## src/rtl/spi_controller_tx.sv

```systemverilog
// SPI mode 0 write-only initiator. Each accepted request is sent as one
// 16-bit frame, MSB first: {1'b1 (write), addr[6:0], data[7:0]}.
//
// Ports:
//   clk        system clock
//   rst_n      asynchronous active-low reset
//   req_valid  request strobe; accepted when req_ready is high
//   req_ready  controller idle and able to take a request
//   req_addr   7-bit register address, captured at accept
//   req_data   8-bit register data, captured at accept
//   busy       frame in progress, including the inter-frame gap
//   done       one-cycle pulse coincident with ncs rising
//   sclk       SPI clock, idles low
//   copi       serial data out
//   ncs        chip select, active low
//
// state | meaning
// ------+--------------------------------------------------------------
// IDLE  | ncs high, waiting for a request
// SETUP | ncs low, sclk low for CS_SETUP cycles before the first bit
// SHIFT | 16 bits, each CLK_DIV cycles sclk low then CLK_DIV cycles high
// HOLD  | ncs low, sclk low for CS_HOLD cycles after the last fall
// GAP   | ncs high for CS_IDLE cycles, requests ignored
module spi_controller_tx #(
    parameter int CLK_DIV  = 4,
    parameter int CS_SETUP = 2,
    parameter int CS_HOLD  = 2,
    parameter int CS_IDLE  = 16
) (
    input  logic       clk,
    input  logic       rst_n,
    input  logic       req_valid,
    output logic       req_ready,
    input  logic [6:0] req_addr,
    input  logic [7:0] req_data,
    output logic       busy,
    output logic       done,
    output logic       sclk,
    output logic       copi,
    output logic       ncs
);

    localparam int HW   = $clog2(CLK_DIV) + 1;
    localparam int TMAX = (CS_SETUP > CS_HOLD) ? ((CS_SETUP > CS_IDLE) ? CS_SETUP : CS_IDLE)
                                               : ((CS_HOLD > CS_IDLE) ? CS_HOLD : CS_IDLE);
    localparam int TW   = $clog2(TMAX + 1);

    localparam logic [HW-1:0] HLAST   = HW'(CLK_DIV - 1);
    localparam logic [TW-1:0] T_SETUP = TW'(CS_SETUP - 1);
    localparam logic [TW-1:0] T_HOLD  = TW'(CS_HOLD - 1);
    localparam logic [TW-1:0] T_IDLE  = TW'(CS_IDLE - 1);

    typedef enum logic [2:0] {IDLE, SETUP, SHIFT, HOLD, GAP} state_t;

    state_t         state, state_n;
    logic [HW-1:0]  hcnt, hcnt_n;
    logic [4:0]     bcnt, bcnt_n;
    logic [TW-1:0]  tmr, tmr_n;
    // Bits still to send after the one on copi; bit 15 (write flag) goes
    // straight to copi at accept so it is never stored here.
    logic [14:0]    shreg, shreg_n;
    logic           sclk_n, copi_n, ncs_n, busy_n, done_n, req_ready_n;

    always_ff @(posedge clk or negedge rst_n) begin
        if (!rst_n) begin
            state     <= IDLE;
            hcnt      <= '0;
            bcnt      <= '0;
            tmr       <= '0;
            shreg     <= '0;
            sclk      <= 1'b0;
            copi      <= 1'b0;
            ncs       <= 1'b1;
            busy      <= 1'b0;
            done      <= 1'b0;
            req_ready <= 1'b1;
        end else begin
            state     <= state_n;
            hcnt      <= hcnt_n;
            bcnt      <= bcnt_n;
            tmr       <= tmr_n;
            shreg     <= shreg_n;
            sclk      <= sclk_n;
            copi      <= copi_n;
            ncs       <= ncs_n;
            busy      <= busy_n;
            done      <= done_n;
            req_ready <= req_ready_n;
        end
    end

    always_comb begin
        state_n     = state;
        hcnt_n      = hcnt;
        bcnt_n      = bcnt;
        tmr_n       = tmr;
        shreg_n     = shreg;
        sclk_n      = sclk;
        copi_n      = copi;
        ncs_n       = ncs;
        busy_n      = busy;
        done_n      = 1'b0;
        req_ready_n = req_ready;

        case (state)
            IDLE: begin
                busy_n      = 1'b0;
                req_ready_n = 1'b1;
                if (req_valid && req_ready) begin
                    shreg_n     = {req_addr, req_data};
                    copi_n      = 1'b1;
                    ncs_n       = 1'b0;
                    busy_n      = 1'b1;
                    req_ready_n = 1'b0;
                    tmr_n       = T_SETUP;
                    state_n     = SETUP;
                end
            end
            SETUP: begin
                if (tmr == '0) begin
                    hcnt_n  = '0;
                    bcnt_n  = '0;
                    state_n = SHIFT;
                end else begin
                    tmr_n = tmr - 1'b1;
                end
            end
            SHIFT: begin
                if (hcnt == HLAST) begin
                    hcnt_n = '0;
                    if (!sclk) begin
                        sclk_n = 1'b1;
                    end else begin
                        sclk_n = 1'b0;
                        if (bcnt == 5'd15) begin
                            // Last high phase ended: no 17th bit, park copi low.
                            copi_n  = 1'b0;
                            bcnt_n  = '0;
                            tmr_n   = T_HOLD;
                            state_n = HOLD;
                        end else begin
                            copi_n  = shreg[14];
                            shreg_n = {shreg[13:0], 1'b0};
                            bcnt_n  = bcnt + 5'd1;
                        end
                    end
                end else begin
                    hcnt_n = hcnt + 1'b1;
                end
            end
            HOLD: begin
                if (tmr == '0) begin
                    ncs_n   = 1'b1;
                    done_n  = 1'b1;
                    tmr_n   = T_IDLE;
                    state_n = GAP;
                end else begin
                    tmr_n = tmr - 1'b1;
                end
            end
            GAP: begin
                if (tmr == '0) begin
                    busy_n      = 1'b0;
                    req_ready_n = 1'b1;
                    state_n     = IDLE;
                end else begin
                    tmr_n = tmr - 1'b1;
                end
            end
            default: state_n = IDLE;
        endcase
    end

endmodule
```

## config.mk

```make
export PLATFORM = sky130hd
export DESIGN_NAME = spi_controller_tx
export DESIGN_NICKNAME = d
export VERILOG_FILES = /design/src/rtl/spi_controller_tx.sv
export SDC_FILE = /design/constraint.sdc
export NUM_CORES = 1
export LEC_CHECK = 0
export CAP_MARGIN = 20
export CORE_UTILIZATION = 60
export DETAILED_ROUTE_END_ITERATION = 7
export PLACE_DENSITY = 0.89
export SKIP_CTS_REPAIR_TIMING = 1
export SLEW_MARGIN = 20
export SYNTH_ARGS = -nofsm -noshare
export SYNTH_HDL_FRONTEND = slang
export SYNTH_SLANG_ARGS = --single-unit
```

## constraint.sdc

```tcl
create_clock -name clk -period 6.23 [get_ports clk]
set_clock_uncertainty 0.2 [all_clocks]
set_input_delay 0.9345 -clock clk [delete_from_list [all_inputs] [get_ports clk]]
set_output_delay 0.9345 -clock clk [all_outputs]
set_load 0.01 [all_outputs]
```

# Yosys cells after proc, flatten, opt, wreduce, memory -nomap -nowiden
# Cells that the tools add are included.
[totals]
register_bits = 37
latch_bits = 0
ramBits = 0
rom_bits = 0
inputBits = 18
out_inout_bits = 6
word_cells = 90
n_memories = 0
[classes]
n_addsub = 3
mul = 0
n_div = 0
n_lt_le_gt_ge = 0
n_eq_ne = 15
shift = 0
n_mux = 43
bitwise = 0
n_reduce_logical = 18
[op_table]
columns = ["op", "n"]
rows = [
  ["$mux 15", 4],
  ["$mux 5", 10],
  ["$pmux 15 s2", 1],
  ["$mux 3", 8],
  ["$pmux 5 s4", 1],
  ["$ne 2x2->1 const B", 9],
  ["$pmux 3 s5", 1],
  ["$mux 1", 12],
  ["$pmux 5 s2", 1],
  ["$eq 3x2->1 const B", 3],
  ["$pmux 1 s2", 4],
  ["$reduce_and 4->1", 2],
  ["$reduce_bool 2->1", 4],
  ["$reduce_and 7->1", 1],
  ["$pmux 3 s2", 1],
  ["$reduce_and 2->1", 3],
  ["$reduce_and 6->1", 1],
  ["$add 5x1->5 const B", 1],
  ["$eq 5x4->1 const B", 1],
  ["$logic_not 5->1", 1],
  ["$reduce_and 5->1", 1],
  ["$sub 5x1->5 const B", 1],
  ["$reduce_bool 4->1", 1],
  ["$add 3x1->3 const B", 1],
  ["other kinds (6)", 6],
]

# Logic depth before layout (Yosys ltp)
# Gate-level depths: netlist of the first run.
[depth]
ltp_word = 5
depth_mapped = 8
mapped_depth_nobuf = 7

# Worst setup path after synthesis of the first run
# OpenSTA, ideal clock, no wires.
[synth_timing]
kind = "in2reg"
from = "input req_valid"
to = "register shreg[10]"
setup_ns = 0.127
arrival_ns = 1.926
required_ns = 5.903
setup_slack_ns = 3.976
path_stages = 5
n_path_buf = 1
path_cell_list = "nand3b_1 > nor3_2 > o22ai_2 > buf_6 > mux2_1"
[synth_via]
elab_chain_len = 3
[synth_lines]
columns = ["item", "line", "text"]
rows = [
  ["start: declaration", "32", "input logic req_valid,"],
  ["$logic_and 1x1->1", "109", "if (req_valid && req_ready) begin"],
  ["$ne 2x2->1 (no line)", "--", ""],
  ["$reduce_and 5->1 (no line)", "--", ""],
  ["end signal: assignment", "82", "shreg <= shreg_n;"],
  ["end: declaration", "61", "logic [14:0] shreg, shreg_n;"],
]
# No other way between the ends.
# A chain may end at the register's enable or synchronous reset.

# Worst setup path after layout of the first run
[layout_timing]
from = "register state[2]"
to = "register shreg[4]"
[layout_via]
elab_chain_len = 3
elab_cells_between_ends = 9
cone_classes = "eq/ne: 5; mux: 1; reduce/logical: 3"
[layout_lines]
columns = ["item", "line", "text"]
rows = [
  ["start: declaration", "55", "state_t state, state_n;"],
  ["start signal: assignment", "78", "state <= state_n;"],
  ["$eq 3x2->1 / $logic_not 3->1 (equally long branches)", "105", "case (state)"],
  ["$ne 2x2->1 (no line) / $reduce_bool 2->1 (equally long branches)", "--", ""],
  ["$reduce_and 5->1 (no line)", "--", ""],
]
# Parallel ways exist; a longest one is shown, timed or not.

==> key figures, run 1 <==
Power
  • Sw Ratio: 36.60%
  • Sequential Power Share: 41.6%
  • Net switching power: 0.3716 mW
  • Internal Power: 0.6437 mW
  • Pwr/cell area: 426.7 nW/um^2
  • Clock share of power: 17.1%
  • Leak Pwr: 1.111 nW
  • Overall power consumption: 1.015 mW
  • Worst vdd ir: 0.1757 mV
  • Logic pwr share: 41.3%

Placed design
  • Inst Count DP: 268
  • Pre-CTS setup slack: 3.253 ns
  • Port Buffers: 23
  • Dpl hpwl: 2563 um
  • DP Area: 2285 sq um
  • Placer Congestion: 0.7664

Yosys
  • Gate Count Post-Synth: 210
  • Register area share after synthesis: 45.41%
  • Count leader, synth: nand2_1
  • Synth Warn #: 0
  • Distinct cells, synth: 52
  • Syn_nets: 232
  • Ys flop type: dfrtp_1
  • Syn Area/Cell: 9.736 sq um
  • Number of synthesized flops with an enable pin: 0
  • Synthesized area: 2044 sq um
  • Synth area leader: dfrtp_1
  • Synth top area share: 42.84%
  • #FFs+latches synth: 37
  • Most frequent cells after synthesis: nand2_1, dfrtp_1, inv_1
  • Async set-reset flop share out of synthesis: 100.0%
  • Cell types occupying the most area after synthesis: dfrtp_1, nand2_1, mux2_1, mux2_2, o21ai_0

STA
  • Final Hold Vio Count: 0
  • Fin. max-slew vios: 0
  • Final setup viols: 0
  • TNS Setup: 0 ns
  • RSZ-0062 raised after global routing: no
  • Slew HR: 35.68%
  • Setup WS post-layout: 3.373 ns
  • Worst Max-Slew Pin Slew: 0.9623 ns
  • Final Hold Slack: 0.3022 ns
  • Fin crit period: 2.857 ns
  • Fmax: 0.3500 GHz
  • Fin crit share: 45.86%

Clock tree
  • Cts bufs inserted: 5
  • Clock transition at path regs: 0.12 ns
  • CTS root buf: clkbuf_4
  • Maximum clock insertion buffer count: 2
  • CTS tree: yes
  • Number of clock sinks: 37
  • H-tree depth: 2
  • Clock latency on the worst-skew pair: 0.33 ns

Job
  • Max Cap Violations: 0

Setup path
  • CP cell instances: or3b_1, o22ai_2, mux2_2
  • Worst EP required: 6.26 ns
  • Slowest CP cell: or3b_1
  • Worst Setup Start Kind: flip-flop
  • WP data arrival: 2.88 ns
  • Worst-path fanout max: 22
  • Buf/Inv on CP: 0
  • Crit path kind: reg -> reg
  • CP Capture Type: flip-flop
  • CP max stage delay: 0.76 ns
  • Delay-heaviest family, CP: simple AND/OR/NAND/NOR gates

Final layout
  • Share of cells above drive strength 1: 12.07%
  • # diodes: 0
  • Nets: 253
  • Post-route cell area: 2380 sq um
  • # fillers: 227
  • Sequential Area: 928.4 sq um
  • Final Core Density: 75.48%
  • Synth-to-layout area growth: 16.40%
  • Non-Filler Instances: 276
  • Area of the multi-input gates: 1017 sq um

Drt
  • Drt first pass iters: 4
  • Antenna-violating nets left: 0
  • Remaining DRCs: 0
  • Post-DR wirelength/cell: 12.90 um
  • Starting DRT DRC Count: 84
  • Routed vias: 1,506
  • Vias per inst: 5.457
  • Total wire length: 3560 um

Die
  • Io pins: 24
  • Die Ht: 60.38 um
  • Core area: 3153 sq um
  • Die W: 60.38 um
  • Die area: 3645 sq um
  • # rows: 20
  • Initial Utilization: 64.84%

Global routing
  • Grt met2 use: 35.95%
  • Met3 usage: 4.478%
  • First-pass GRT wire length: 6072 um
  • Tot GR Track Use: 22.43%
  • Number of global-route vias before repair: 1,438
  • Initial antenna violation count: 0
  • Largest net degree at the start of global routing: 38
  • Remaining Overflow, GRT: 0
  • Busiest layer in global routing: met2
  • Met1 Use GR: 30.24%

Outcome
  • Status: completed

Worst hold path
  • Hold Crit Class: reg -> reg
[kinds of logic (layout without fill, tap and decap cells)]
group	count (synthesis)	after routing	synth area share (%)
simple gates	86	86	21.60
compound gates	40	40	14.93
flops	37	37	45.41
buf+inv	24	46	5.385
mux	18	18	9.792
fa+ha+maj	4	4	2.448
xor+xnor	1	1	0.4285
[final timing paths]
kind	from	endpoint	slack (ns)	depth (start not counted)
setup reg to reg	state[2]	shreg[4]	3.37	3
hold / removal	ncs	ncs	0.30	2
hold reg to reg	ncs	ncs	0.30	2
min in group asynchronous	rst_n	tmr[1]	0.80	2
setup / recovery	state[2]	shreg[4]	3.37	3
max in group asynchronous	rst_n	req_ready	4.68	2
[cells in the final DEF, fill, tap and decap left out, types with 2 or more instances in the layout]
| cell type | instances |
|---|---|
| a2111oi_2 | 2 |
| a21oi_1 | 4 |
| a22oi_1 | 3 |
| and2_1 | 2 |
| clkbuf_4 | 5 |
| clkdlybuf4s50_1 | 23 |
| dfrtp_1 | 35 |
| dfstp_2 | 2 |
| ha_1 | 4 |
| inv_1 | 14 |
| mux2_1 | 11 |
| mux2_2 | 5 |
| mux2i_1 | 2 |
| nand2_1 | 49 |
| nand2b_1 | 3 |
| nand3_1 | 5 |
| nand3b_1 | 2 |
| nor2_1 | 8 |
| nor2b_1 | 2 |
| o21a_1 | 3 |
| o21ai_0 | 11 |
| o22ai_1 | 2 |
| o31a_1 | 2 |
| o31ai_1 | 2 |
| or3b_1 | 2 |
[power groups by stage]
stage | Sequential, mW | Clock, mW | Combinational (mW)
after floorplan | 0.395 | 0 | 0.343
after global placement | 0.419 | 0 | 0.405
after detailed placement | 0.424 | 0 | 0.419
after CTS | 0.419 | 0.178 | 0.420
after global routing | 0.437 | 0.190 | 0.473
final | 0.422 | 0.174 | 0.419
[registers in the layout, indices dropped and copies added (netlist names)]
name and count:
busy 1, copi 1, shreg 15, hcnt 3, sclk 1, bcnt 5, tmr 5, req_ready 1
state 3, done 1, ncs 1
[tightest hold or removal path, cell delays in order, from the launching register on]
cell and delay (ns):
dfstp_2 0.39, inv_1 0.05, o21ai_0 0.07
[metal layers]
| layer | up-vias | wire, um |
|---|---|---|
| li1 | 773 | - |
| met1 | 701 | 1784 |
| met2 | 30 | 1644 |
| met3 | 2 | 117 |
| met4 | 0 | 14 |
| met5 | - | 0 |
[final cells by class]
cell class | instances | area share [%]
Clock buffer | 6 | 2.156
Sequential cell | 37 | 39.01
Timing Repair Buffer | 24 | 9.989
Clock inverter | 2 | 1.577
Inverter | 14 | 2.208
Multi-Input combinational cell | 149 | 42.74
Tap cell | 44 | 2.313
(Power assumes the default switching activity.)
==> inputs of run 2 (changes only) <==
--- a/config.mk
+++ b/config.mk
@@ -6,9 +6,9 @@
 export NUM_CORES = 1
 export LEC_CHECK = 0
 export CAP_MARGIN = 20
-export CORE_UTILIZATION = 60
+export CORE_UTILIZATION = 55
 export DETAILED_ROUTE_END_ITERATION = 7
-export PLACE_DENSITY = 0.89
+export PLACE_DENSITY = 0.83
 export SKIP_CTS_REPAIR_TIMING = 1
 export SLEW_MARGIN = 20
 export SYNTH_ARGS = -nofsm -noshare
==> constraint.sdc (replaced) <==
create_clock -name clk -period 2.79 [get_ports clk]
set_clock_uncertainty 0.2 [all_clocks]
set_input_delay 0.4185 -clock clk [delete_from_list [all_inputs] [get_ports clk]]
set_output_delay 0.4185 -clock clk [all_outputs]
set_load 0.01 [all_outputs]
==> run 2 against run 1 <==
Global-route usage fell by 0.58 points; sequential cell count unchanged; worst setup slack lost 2.8 ns; critical path depth is 3 higher; hold slack worse by 0.019 ns; combinational power rose by 130%; register-to-register slack worse by 2.8 ns; core utilization is 4.6 points lower; via count grew 3.5%.
==> key figures, run 2 (same netlist as run 1, synthesis figures left out) <==
Final layout
  • Share of cells above drive strength 1: 13.92% (+1.9 points)
  • # fillers: 254 (+12%)
  • Area of the multi-input gates: 1011 sq um (-0.62%)
  • Nets: 258 (+2.0%)
  • Synth-to-layout area growth: 19.34%
  • Max reg flops: 15 (unchanged)
  • Sequential Area: 928.4 sq um (unchanged)
  • # diodes: 0 (unchanged)
  • Most frequent cells in the layout: nand2_1, dfrtp_1, clkdlybuf4s50_1, inv_1
  • Post-route cell area: 2440 sq um (+2.5%)
  • Commonest non-fill, non-tap cell in the layout: nand2_1
  • Largest regs: shreg: 15 flops, bcnt: 5 flops, tmr: 5 flops
  • Largest Register: shreg

Setup path
  • Crit path kind: reg -> reg
  • CP Capture Type: flip-flop
  • Worst-path fanout max: 7 (-68%)
  • Worst EP required: 2.77 ns (-3.49 ns)
  • R2R Setup Slk: 0.55 ns (-2.82 ns)
  • Worst Setup Start Kind: flip-flop
  • WP data arrival: 2.22 ns (-0.66 ns)

Global routing
  • Tot GR Track Use: 21.85% (-0.58 points)
  • Largest net degree at the start of global routing: 38 (unchanged)
  • Remaining Overflow, GRT: 0 (unchanged)
  • Initial antenna violation count: 0 (unchanged)
  • First-pass GRT wire length: 6713 um (+11%)
  • Number of global-route vias before repair: 1,484 (+3.2%)

Placed design
  • Placer Congestion: 0.7948 (+3.7%)
  • DP Area: 2325 sq um (+1.8%)
  • Pre-CTS setup slack: 0.4985 ns (-2.754 ns)
  • Port Buffers: 23 (unchanged)
  • Dpl hpwl: 2613 um (+2.0%)

Drt
  • Remaining DRCs: 0 (unchanged)
  • Total wire length: 3751 um (+5.4%)
  • Routed vias: 1,558 (+3.5%)
  • Post-DR wirelength/cell: 13.25 um (+2.8%)
  • Starting DRT DRC Count: 78 (-7.1%)
  • Antenna-violating nets left: 0 (unchanged)
  • Drt first pass iters: 4 (unchanged)
  • Vias per inst: 5.505 (+0.89%)

Die
  • Die W: 62.97 um (+4.3%)
  • Die Ht: 62.97 um (+4.3%)
  • Initial Utilization: 59.40% (-5.4 points)
  • Io pins: 24 (unchanged)
  • Core area: 3442 sq um (+9.2%)
  • # rows: 21 (+5.0%)
  • Die area: 3965 sq um (+8.8%)

Clock tree
  • CTS tree: yes
  • CTS root buf: clkbuf_8
  • Maximum clock insertion buffer count: 2 (unchanged)
  • Clock transition at path regs: 0.07 ns (-0.05 ns)
  • Clock latency on the worst-skew pair: 0.30 ns (-0.03 ns)
  • H-tree depth: 2 (unchanged)
  • Number of clock sinks: 37 (unchanged)
  • Cts bufs inserted: 5 (unchanged)

STA
  • Fin crit share: 80.23% (+34 points)
  • Fin. max-slew vios: 0 (unchanged)
  • Final Hold Vio Count: 0 (unchanged)
  • Setup WS post-layout: 0.5516 ns (-2.822 ns)
  • Slew HR: 60.89% (+25 points)
  • TNS Setup: 0 ns (unchanged)
  • Fmax: 0.4468 GHz (+28%)
  • Final setup viols: 0 (unchanged)
  • RSZ-0062 raised after global routing: no
  • Fin crit period: 2.238 ns (-0.6185 ns)
  • Worst Max-Slew Pin Slew: 0.5866 ns (-0.3757 ns)

Outcome
  • Status: completed

Worst hold path
  • Hold Crit Class: reg -> reg

Job
  • Max Cap Violations: 0 (unchanged)

Power
  • Worst vdd ir: 0.4439 mV (+150%)
  • Pwr/cell area: 971.7 nW/um^2 (+130%)
  • Leak Pwr: 1.145 nW (+3.1%)
==> run 2: cell types whose count changed in the layout (fill, tap and decap cells not counted) <==
cell      delta
clkbuf_4     -5
clkinv_4     +1
nor3b_4      -1
buf_4        +5
clkbuf_8     +4
nor3b_2      +1
==> run 2: layout make-up <==
| type | count | area share (%) |
|---|---|---|
| Sequential cell | 37 | 38.05 |
| Timing Repair Buffer | 29 | 11.28 |
| Clock inverter | 3 | 1.897 |
| Tap cell | 46 | 2.359 |
| Multi-Input combinational cell | 149 | 41.44 |
| Clock buffer | 5 | 2.821 |
| Inverter | 14 | 2.154 |
==> run 2: path summary, 6_finish.rpt <==
path	depth (start not counted)	start	end
max in group asynchronous	2	rst_n	ncs
min in group asynchronous	2	rst_n	busy
min	2	ncs	ncs
max reg2reg	6	tmr[0]	bcnt[3]
max	6	tmr[0]	bcnt[3]
min reg2reg	2	ncs	ncs
==> run 2: metal layers <==
| layer | global-route usage [%] | vias up | part of all wire [%] |
|---|---|---|---|
| li1 | - | 779 | - |
| met2 | 33.47 | 26 | 44 |
| met3 | 5.109 | 8 | 3.0 |
| met5 | 0 | - | 0 |
| met1 | 29.29 | 745 | 50 |
| met4 | 9.593 | 0 | 2.0 |
==> run 2: power breakdown <==
group / total, mW / internal, mW / switching [mW]
Clock: 0.473 / 0.267 / 0.205
Sequential: 0.927 / 0.756 / 0.172
Combinational: 0.971 / 0.490 / 0.480
==> run 2: metrics by stage <==
| step | hold slack [ns] | total power, mW | utilization, % | instances |
|---|---|---|---|---|
| after global routing | 0.3133 | 2.568 | 70.88 | 283 |
| after floorplan | -0.07709 | 1.648 | - | 210 |
| after detailed placement | 0.2745 | 1.908 | 67.54 | 275 |
| final | 0.2834 | 2.371 | 70.88 | 283 |
| after global placement | 0.2740 | 1.875 | 67.54 | 275 |
| after CTS | 0.2877 | 2.387 | 70.88 | 283 |
==> run 2: worst max-delay path, stage by stage, from the launching register on <==
cell	delay [ns]
dfrtp_1	0.39
inv_1	0.10
ha_1	0.15
nor4b_2	0.40
a22oi_1	0.32
a311o_1	0.38
a22o_1	0.18
